`config.mk`:
```
export PLATFORM = sky130hd
export DESIGN_NAME = alu_dispatch
export DESIGN_NICKNAME = d
export VERILOG_FILES = /design/src/rtl/alu_dispatch.sv
export SDC_FILE = /design/constraint.sdc
export NUM_CORES = 1
export LEC_CHECK = 0
export BUFFER_PORTS_ARGS = -buffer_cell sky130_fd_sc_hd__buf_2
export CORE_UTILIZATION = 24
export DETAILED_ROUTE_END_ITERATION = 10
export PLACE_DENSITY_LB_ADDON = 0.25
export SLEW_MARGIN = 5
export SYNTH_ARGS = -nofsm -noshare
export SYNTH_HDL_FRONTEND = slang
export SYNTH_SLANG_ARGS = --single-unit
```
`constraint.sdc`:
```
create_clock -name clk -period 2.1 [get_ports clk]
set_input_delay 0.21 -clock clk [delete_from_list [all_inputs] [get_ports clk]]
set_output_delay 0.21 -clock clk [all_outputs]
set_load 0.01 [all_outputs]
```
`src/rtl/alu_dispatch.sv`:
```
// ALU request dispatcher: latches one request, drives the execution units for a per-op latency,
// captures the returned result and holds it until writeback accepts. Optional macro ALU_DISPATCH_ZFLAG_EN adds out_zero.
module alu_dispatch #(
  parameter int N       = 16,
  parameter int MUL_LAT = 3
) (
  input  logic         clk,
  input  logic         rst,
  input  logic         in_valid,
  output logic         in_ready,
  input  logic [3:0]   in_op,
  input  logic [N-1:0] in_a,
  input  logic [N-1:0] in_b,
  output logic [3:0]   op_code,
  output logic [N-1:0] opa,
  output logic [N-1:0] opb,
  input  logic [N-1:0] result,
  output logic         out_valid,
  input  logic         out_ready,
  output logic [N-1:0] out_data,
  output logic         out_err
`ifdef ALU_DISPATCH_ZFLAG_EN
  ,
  output logic         out_zero
`endif
);

  localparam logic [3:0] OP_IDLE = 4'b1111;
  localparam logic [3:0] OP_MUL  = 4'b0010;
  localparam logic [3:0] OP_MAX  = 4'b0100;
  localparam logic [3:0] MUL_CNT = 4'(MUL_LAT);

  typedef enum logic [1:0] {S_IDLE, S_EXEC, S_DONE} state_e;

  state_e       state_q, state_d;
  logic [3:0]   cnt_q, cnt_d;
  logic [3:0]   op_code_q, op_code_d;
  logic [N-1:0] opa_q, opa_d;
  logic [N-1:0] opb_q, opb_d;
  logic [N-1:0] out_data_q, out_data_d;
  logic         out_err_q, out_err_d;
`ifdef ALU_DISPATCH_ZFLAG_EN
  logic         out_zero_q, out_zero_d;
`endif

  always_comb begin
    // NOTE: every _d defaults to its _q first, so no path leaves a signal unassigned (no latch).
    state_d    = state_q;
    cnt_d      = cnt_q;
    op_code_d  = op_code_q;
    opa_d      = opa_q;
    opb_d      = opb_q;
    out_data_d = out_data_q;
    out_err_d  = out_err_q;
`ifdef ALU_DISPATCH_ZFLAG_EN
    out_zero_d = out_zero_q;
`endif
    unique case (state_q)
      S_IDLE: begin
        if (in_valid) begin
          opa_d = in_a;
          opb_d = in_b;
          if (in_op <= OP_MAX) begin
            op_code_d = in_op;
            cnt_d     = (in_op == OP_MUL) ? MUL_CNT : 4'd1;
            state_d   = S_EXEC;
          end else begin
            // Illegal opcode: report straight away, the execution units never see it.
            out_data_d = '0;
            out_err_d  = 1'b1;
`ifdef ALU_DISPATCH_ZFLAG_EN
            out_zero_d = 1'b0;
`endif
            state_d    = S_DONE;
          end
        end
      end
      S_EXEC: begin
        cnt_d = cnt_q - 4'd1;
        if (cnt_q == 4'd1) begin
          out_data_d = result;
          out_err_d  = 1'b0;
`ifdef ALU_DISPATCH_ZFLAG_EN
          out_zero_d = (result == '0);
`endif
          op_code_d  = OP_IDLE;
          state_d    = S_DONE;
        end
      end
      S_DONE: begin
        if (out_ready) state_d = S_IDLE;
      end
      default: state_d = S_IDLE;
    endcase
  end

  always_ff @(posedge clk) begin
    // NOTE: sequential state uses non-blocking assignments so all flops update from pre-edge values.
    if (rst) begin
      state_q    <= S_IDLE;
      cnt_q      <= '0;
      op_code_q  <= OP_IDLE;
      opa_q      <= '0;
      opb_q      <= '0;
      out_data_q <= '0;
      out_err_q  <= 1'b0;
`ifdef ALU_DISPATCH_ZFLAG_EN
      out_zero_q <= 1'b0;
`endif
    end else begin
      state_q    <= state_d;
      cnt_q      <= cnt_d;
      op_code_q  <= op_code_d;
      opa_q      <= opa_d;
      opb_q      <= opb_d;
      out_data_q <= out_data_d;
      out_err_q  <= out_err_d;
`ifdef ALU_DISPATCH_ZFLAG_EN
      out_zero_q <= out_zero_d;
`endif
    end
  end

  assign in_ready  = (state_q == S_IDLE);
  assign out_valid = (state_q == S_DONE);
  assign op_code   = op_code_q;
  assign opa       = opa_q;
  assign opb       = opb_q;
  assign out_data  = out_data_q;
  assign out_err   = out_err_q;
`ifdef ALU_DISPATCH_ZFLAG_EN
  assign out_zero  = out_zero_q;
`endif

endmodule

```
* Word level (Yosys, flattened, before mapping)
Cells that the tools add are included.
** Storage, ports and cells
- Register bits :: 59
- Input bits :: 56
- Output and inout port bits :: 55
- Logic and storage cells :: 46
** Operators by class
- Add/sub/neg operators :: 1
- Magnitude comparators :: 1
- Eq/ne operators :: 9
- Mux-type cells :: 21
- Reductions and logical operators :: 7
** Operator list (count)
- two-way mux 16 bit :: 3
- case mux 16 bit (2 select lines) :: 1
- two-way mux 4 bit :: 5
- case mux 4 bit (2 select lines) :: 2
- two-way mux 2 bit :: 5
- AND reduction 4 bit :: 2
- != test 2 bit, second input constant :: 3
- case mux 2 bit (3 select lines) :: 1
- AND reduction 3 bit :: 2
- equality test 4 x 1 -> 1 bit, second input constant :: 1
- equality test 4 x 2 -> 1 bit, second input constant :: 1
- <= comparator 4 x 3 -> 1 bit, second input constant :: 1
- != test 2 x 1 -> 1 bit, second input constant :: 2
- subtractor 4 x 1 -> 4 bit, second input constant :: 1
- two-way mux 1 bit :: 3
- equality test 2 x 1 -> 1 bit, second input constant :: 1
- equality test 2 bit, second input constant :: 1
- logical NOT 2 bit :: 1
- case mux 1 bit (2 select lines) :: 1
- AND reduction 2 bit :: 1
- nonzero test 2 bit :: 1

* Depth between registers and ports, before layout
Gate-level depths: netlist of run 1.
- Depth after elaboration :: 5
- Mapped depth :: 7

* Worst setup path before layout of run 1
OpenSTA, ideal clock, no wires.
- Path type :: register to register
- Start :: register cnt_q[1]
- End :: register out_data_q[0] (netlist: out_data[0])
- Setup time :: 0.059 ns
- Arrival :: 1.509 ns
- Slack :: 0.532 ns
- Stages on the path, launching flop included :: 8
- Path buffers :: 1
- Period minus slack after synthesis :: 1.568 ns
- Cell sequence :: dfxtp_1 > inv_1 > ha_1 > or3b_4 > or2_4 > nor2_8 > buf_8 > a22o_1
** Between the ends
- Cells in the longest elaborated chain, start to end :: 3
** RTL lines
- start: declaration :: RTL line 36 : logic [3:0] cnt_q, cnt_d;
- start signal: assignment :: RTL line 112 : cnt_q <= cnt_d;
- equality test 4 x 1 -> 1 bit :: RTL line 80 : if (cnt_q == 4'd1) begin
- != test 2 bit (no line)
- AND reduction 4 bit (no line)
- end signal: assignment :: RTL line 116 : out_data_q <= out_data_d;
- end: declaration :: RTL line 40 : logic [N-1:0] out_data_q, out_data_d;
Every way passes these cells.
A chain may end at the register's enable or synchronous reset.

* Final worst setup path of run 1
- Start :: register cnt_q[1]
- End :: register out_data_q[3] (netlist: out_data[3])
The elaborated chain is that of the path after synthesis.

==> qor.yml, run 1 <==
status: "finished clean"
drv_cap: 0
required_ns: 2.37
synthArstFlopShare_pct: 0
cts_made_buffers: 9
worst_slack_ns: 0.3553
final_util_pct: 34.62
worstSetupPathType: "reg2reg"
worstSetupStartpointType: "flip-flop"
place_inst: 449
syn_area_um2: 2152
cts_tree: "yes"
syn2layout_area_growth_pct: 40.29
fin_nets: 410
end_kind: "flip-flop"
postCtsSetupBuffers: 0
cts-resized-gates: 0
drt_iter0_drc: 62
die_h_um: 96.70
whs_ns: 0.09560
relSlewSlack_pct: 53.28
fp-row-count: 34
instances_no_fill: 464
drv_slew: 0
clock-sinks: 59
dp_hpwl_um: 4121
finalCritPeriodShare_pct: 83.08
power_density_nw_per_um2: 885.1
root_buffer: "clkbuf_8"
core_area_um2: 8721
grt.overflow.total: 0
postCtsHoldBufs: 0
clk_pin_slew_worst_paths_ns: 0.07
seqPwrFrac_pct: 45.3
min_path_type: "in2reg"
synth_top_cell_by_area: "dfxtp_1"
critical_path_arrival_ns: 2.02
drt-total-wl_um: 5683
switching_power_mw: 0.6812
critPathMaxFanout: 16
fmax_ghz: 0.5732
fin_worst_skew_ns: 0.009586
synth_top_area_share_pct: 54.88
vdd_drop_max_mv: 0.3648
clockPowerShare_pct: 41.5
dieArea_um2: 9350
total_power_mw: 2.672
final_area_um2: 3019
clkLatencyLatePin_ns: 0.33
insertedDiodeCount: 0
wl_per_cell_um: 12.25
start_util_pct: 24.68
num_vias: 2015
track_usage_pct: 12.36
grt_pass1_vias: 1870
clock_path_buffers: 2
die_w_um: 96.70
grt_pass1_wl_um: 9135
hold_violations: 0
pin_count: 111
synth_area_leaders: "dfxtp_1 55%, nand2_1 12%, a21oi_1 8.6%"
synth-edff-count: 0
drtAntennaViolNets: 0
switching_share_pct: 25.49
syn-num-nets: 298
drive_gt1_share_pct: 38.76
syn_inst: 240
tightestPinTransition_ns: 0.7007
yosysWarnings: 0
synth_area_per_cell_um2: 8.967
leakagePower_nw: 1.424
htreeDepth: 3
synth_cell_types: 32
ys_ff_latch: 59
port_buffers: 110
yosysSeqAreaShare_pct: 54.88
grt_max_degree: 27
antenna_found_initial: 0
placed_cell_area_um2: 2813
place_ws_ns: 0.3557
via_per_inst: 4.343
synth-main-ff-cell: "dfxtp_1"
power_frac_comb_pct: 13.1
rsz0062_at_grt: "false"
drc_errors: 0
dr.pass1.iters: 4
setup_viol_count_final: 0
internal-power_mw: 1.991
layout_min_cycle_time_ns: 1.745
fin_setup_tns_ns: 0
gp_congestion: 0.7530
## sequential cells by signal (all words and copies together) (netlist names)
name / flops
opb: 16
opa: 16
out_err: 1
cnt_q: 4
op_code: 4
out_data: 16
state_q: 2
## synth_stat cells (all sizes together) (2+ instances only)
| master | number |
|---|---|
| o32a | 3 |
| clkbuf | 7 |
| buf | 9 |
| nor2 | 9 |
| a21oi | 38 |
| o21ai | 4 |
| or3b | 2 |
| nor2b | 2 |
| nand2 | 69 |
| a22o | 16 |
| nor3 | 2 |
| a31oi | 3 |
| nand3 | 2 |
| nand2b | 2 |
| ha | 2 |
| dfxtp | 59 |
| inv | 3 |
## placed cells by master (no fill, tap or decap), drive strengths merged, types with 2 or more instances in the layout
cell / n
o21ai: 4
bufinv: 2
nor2: 9
nor2b: 2
a31oi: 3
dfxtp: 59
nand2b: 2
buf: 117
a21oi: 38
nand2: 69
a22o: 16
nand3: 2
clkbuf: 10
inv: 3
ha: 2
clkinv: 3
nor3: 2
or3b: 2
o32a: 3
## final cells by class
type	instances	area [um^2]
Fill cell	931	5702
Sequential cell	59	1181
Multi-Input combinational cell	162	882.1
Timing Repair Buffer	117	603.1
Tap cell	108	135.1
Clock buffer	10	127.6
Clock inverter	5	78.83
Inverter	3	11.26
## power groups by stage
stage | combinational, mW | sequential (mW) | clock [mW]
2_1_floorplan | 0.174 | 1.26 | 0
5_1_grt | 0.395 | 1.22 | 1.21
3_5_place_dp | 0.358 | 1.24 | 0
3_3_place_gp | 0.358 | 1.24 | 0
6_report | 0.351 | 1.21 | 1.11
4_1_cts | 0.359 | 1.21 | 1.16
## path summary, 6_finish.rpt
kind                            cells after the start  slack (ns)      start     endpoint
worst max-delay path                                6        0.36   cnt_q[1]  out_data[3]
worst max register to register                      6        0.36   cnt_q[1]  out_data[3]
worst min-delay path                                2         0.1  result[2]  out_data[2]
worst min register to register                      2        0.45     opb[5]       opb[5]
## worst max-delay path: stages (launching register included)
cell	delay, ns
dfxtp_1	0.33
inv_1	0.07
ha_1	0.17
or3b_4	0.25
o21ai_2	0.05
a21oi_2	0.58
a22o_1	0.23
## kinds of logic (layout without fill, tap and decap cells)
group / count (synthesis) / after routing / synth area share, %
DFF: 59 / 59 / 54.88
muxes: 1 / 1 / 0.4651
buffers and inverters: 19 / 135 / 4.360
AOI/OAI and AO/OA: 68 / 68 / 20.64
adders and majority gates: 2 / 2 / 1.163
and+or+nand+nor: 91 / 91 / 18.49
## per-layer routing
metal	share of wire, %	GRT usage [%]
met1	49	16.39
met2	41	17.39
met3	7.8	4.480
met4	2.1	6.544
met5	0	0
(Power assumes the default switching activity.)
==> inputs of run 2 (changes only) <==
clock period = 1.7 ns   (was 2.1 ns; I/O delays follow)
==> run 2 against run 1 <==
- power is 21% higher
- fmax is 4.3% higher
- global-route usage rose by 1.1 points
- final cell count up 0.86%
- combinational power is 29% higher
- sequential share of layout area fell by 0.32 points
- clock power grew 14%
- critical path type unchanged
- largest power group unchanged
==> qor.yml, run 2 (synthesized netlist as in run 1, its figures left out) <==
status: "finished clean"
fmax_ghz: 0.5977
clk_pin_slew_worst_paths_ns: 0.07
drive_gt1_share_pct: 40.00
fp-row-count: 34
drt_iter0_drc: 104
wl_per_cell_um: 12.89
leakagePower_nw: 1.434
finalCritPeriodShare_pct: 98.42
syn2layout_area_growth_pct: 41.74
vdd_drop_max_mv: 0.4651
worstSetupStartpointType: "flip-flop"
power_density_nw_per_um2: 1057
final_cell_mix: "110 x buf_2, 69 x nand2_1, 57 x dfxtp_1"
fin_worst_skew_ns: 0.008014
cts_tree: "yes"
place_inst: 450
rsz0062_at_grt: "true"
seqPwrFrac_pct: 46.6
drv_slew: 0
grt_pass1_vias: 1930
critical_path_arrival_ns: 1.95
switching_power_mw: 0.8234
dieArea_um2: 9350
multi_input_area_um2: 900.9
pin_count: 111
clkLatencyLatePin_ns: 0.33
worstHoldStart: "result[0]"
switching_share_pct: 25.53
dp_hpwl_um: 4313
tightestPinTransition_ns: 0.5429
postCtsHoldBufs: 0
antenna_found_initial: 0
drtAntennaViolNets: 0
crit_start: "cnt_q[1]"
track_usage_pct: 13.42
clockPowerShare_pct: 39.4
gp_congestion: 0.7545
min_path_type: "in2reg"
whs_ns: 0.06162
worstSetupPathType: "reg2reg"
drc_errors: 0
core_area_um2: 8721
hold_violations: 0
clock_path_buffers: 2
layout_min_cycle_time_ns: 1.673
start_util_pct: 24.68
timing.rr.start: "cnt_q[1]"
htreeDepth: 3
setup_viol_count_final: 0
insertedDiodeCount: 0
fin_nets: 414
end_kind: "flip-flop"
num-fill-cells: 932
final_common_cell: "buf_2"
critPathMaxFanout: 4
power_frac_comb_pct: 14.0
final_area_um2: 3050
ff_latch_area_um2: 1184
cts_made_buffers: 9
grt.overflow.total: 0
clock-sinks: 59
relSlewSlack_pct: 63.81
via_per_inst: 4.432
root_buffer: "clkbuf_8"
port_buffers: 110
placed_cell_area_um2: 2820
die_w_um: 96.70
grt_pass1_wl_um: 9825
drt-total-wl_um: 6031
internal-power_mw: 2.401
die_h_um: 96.70
dr.pass1.iters: 5
required_ns: 1.97
grt_max_degree: 21
total_power_mw: 3.225
drv_cap: 0
instances_no_fill: 468
num_vias: 2074
-- run 2: repair_timing --
action                     in CTS  in global routing
setup buffers                   0                  2
resized for setup               1                  3
pin swaps                       1                  8
setup endpoints to repair      19                 19
cloned                          0                  1
-- run 2: final timing paths --
kind / end / slack [ns] / cells after the start
hold reg to reg: opb[4] / 0.45 / 2
setup / recovery: op_code[1] / 0.03 / 6
hold / removal: out_data[0] / 0.06 / 2
setup reg to reg: op_code[1] / 0.03 / 6
-- run 2: layout make-up --
type	instances	share of cell area, %
clock inverter	2	1.148
clock buffer	13	5.209
inverter	3	0.3692
multi-input combinational	163	29.53
timing repair buffer	120	20.51
sequential	59	38.80
tap	108	4.430
-- run 2: critical path, cell delays in order, from the launching register on --
cell	delay, ns
dfxtp_2	0.33
inv_2	0.05
ha_1	0.12
or3b_4	0.38
or2_4	0.32
a22oi_2	0.25
o32a_1	0.17
-- run 2: power by group through the flow --
stage                     clock [mW]  combinational, mW  sequential (mW)
after global routing            1.39              0.509             1.51
after detailed placement           0              0.445             1.53
after CTS                       1.32              0.450             1.50
final                           1.27              0.452             1.50
after floorplan                    0              0.215             1.56
after global placement             0              0.446             1.53
-- run 2: stage by stage --
| step | setup TNS [ns] | util, % | setup WS, ns |
|---|---|---|---|
| after floorplan | 0 | - | 0.1324 |
| after global placement | 0 | 32.34 | 0.01101 |
| after detailed placement | -0.004465 | 32.34 | -0.004465 |
| after CTS | 0 | 34.65 | 0.01436 |
| after global routing | -0.1942 | 34.98 | -0.03852 |
| final | 0 | 34.98 | 0.02678 |
-- run 2: layer usage --
layer	global-route usage, %	routed length, um	vias up
met3	4.263	430	9
li1	-	-	1054
met1	18.34	3051	930
met4	7.233	129	0
met2	18.63	2420	81
met5	0	0	-
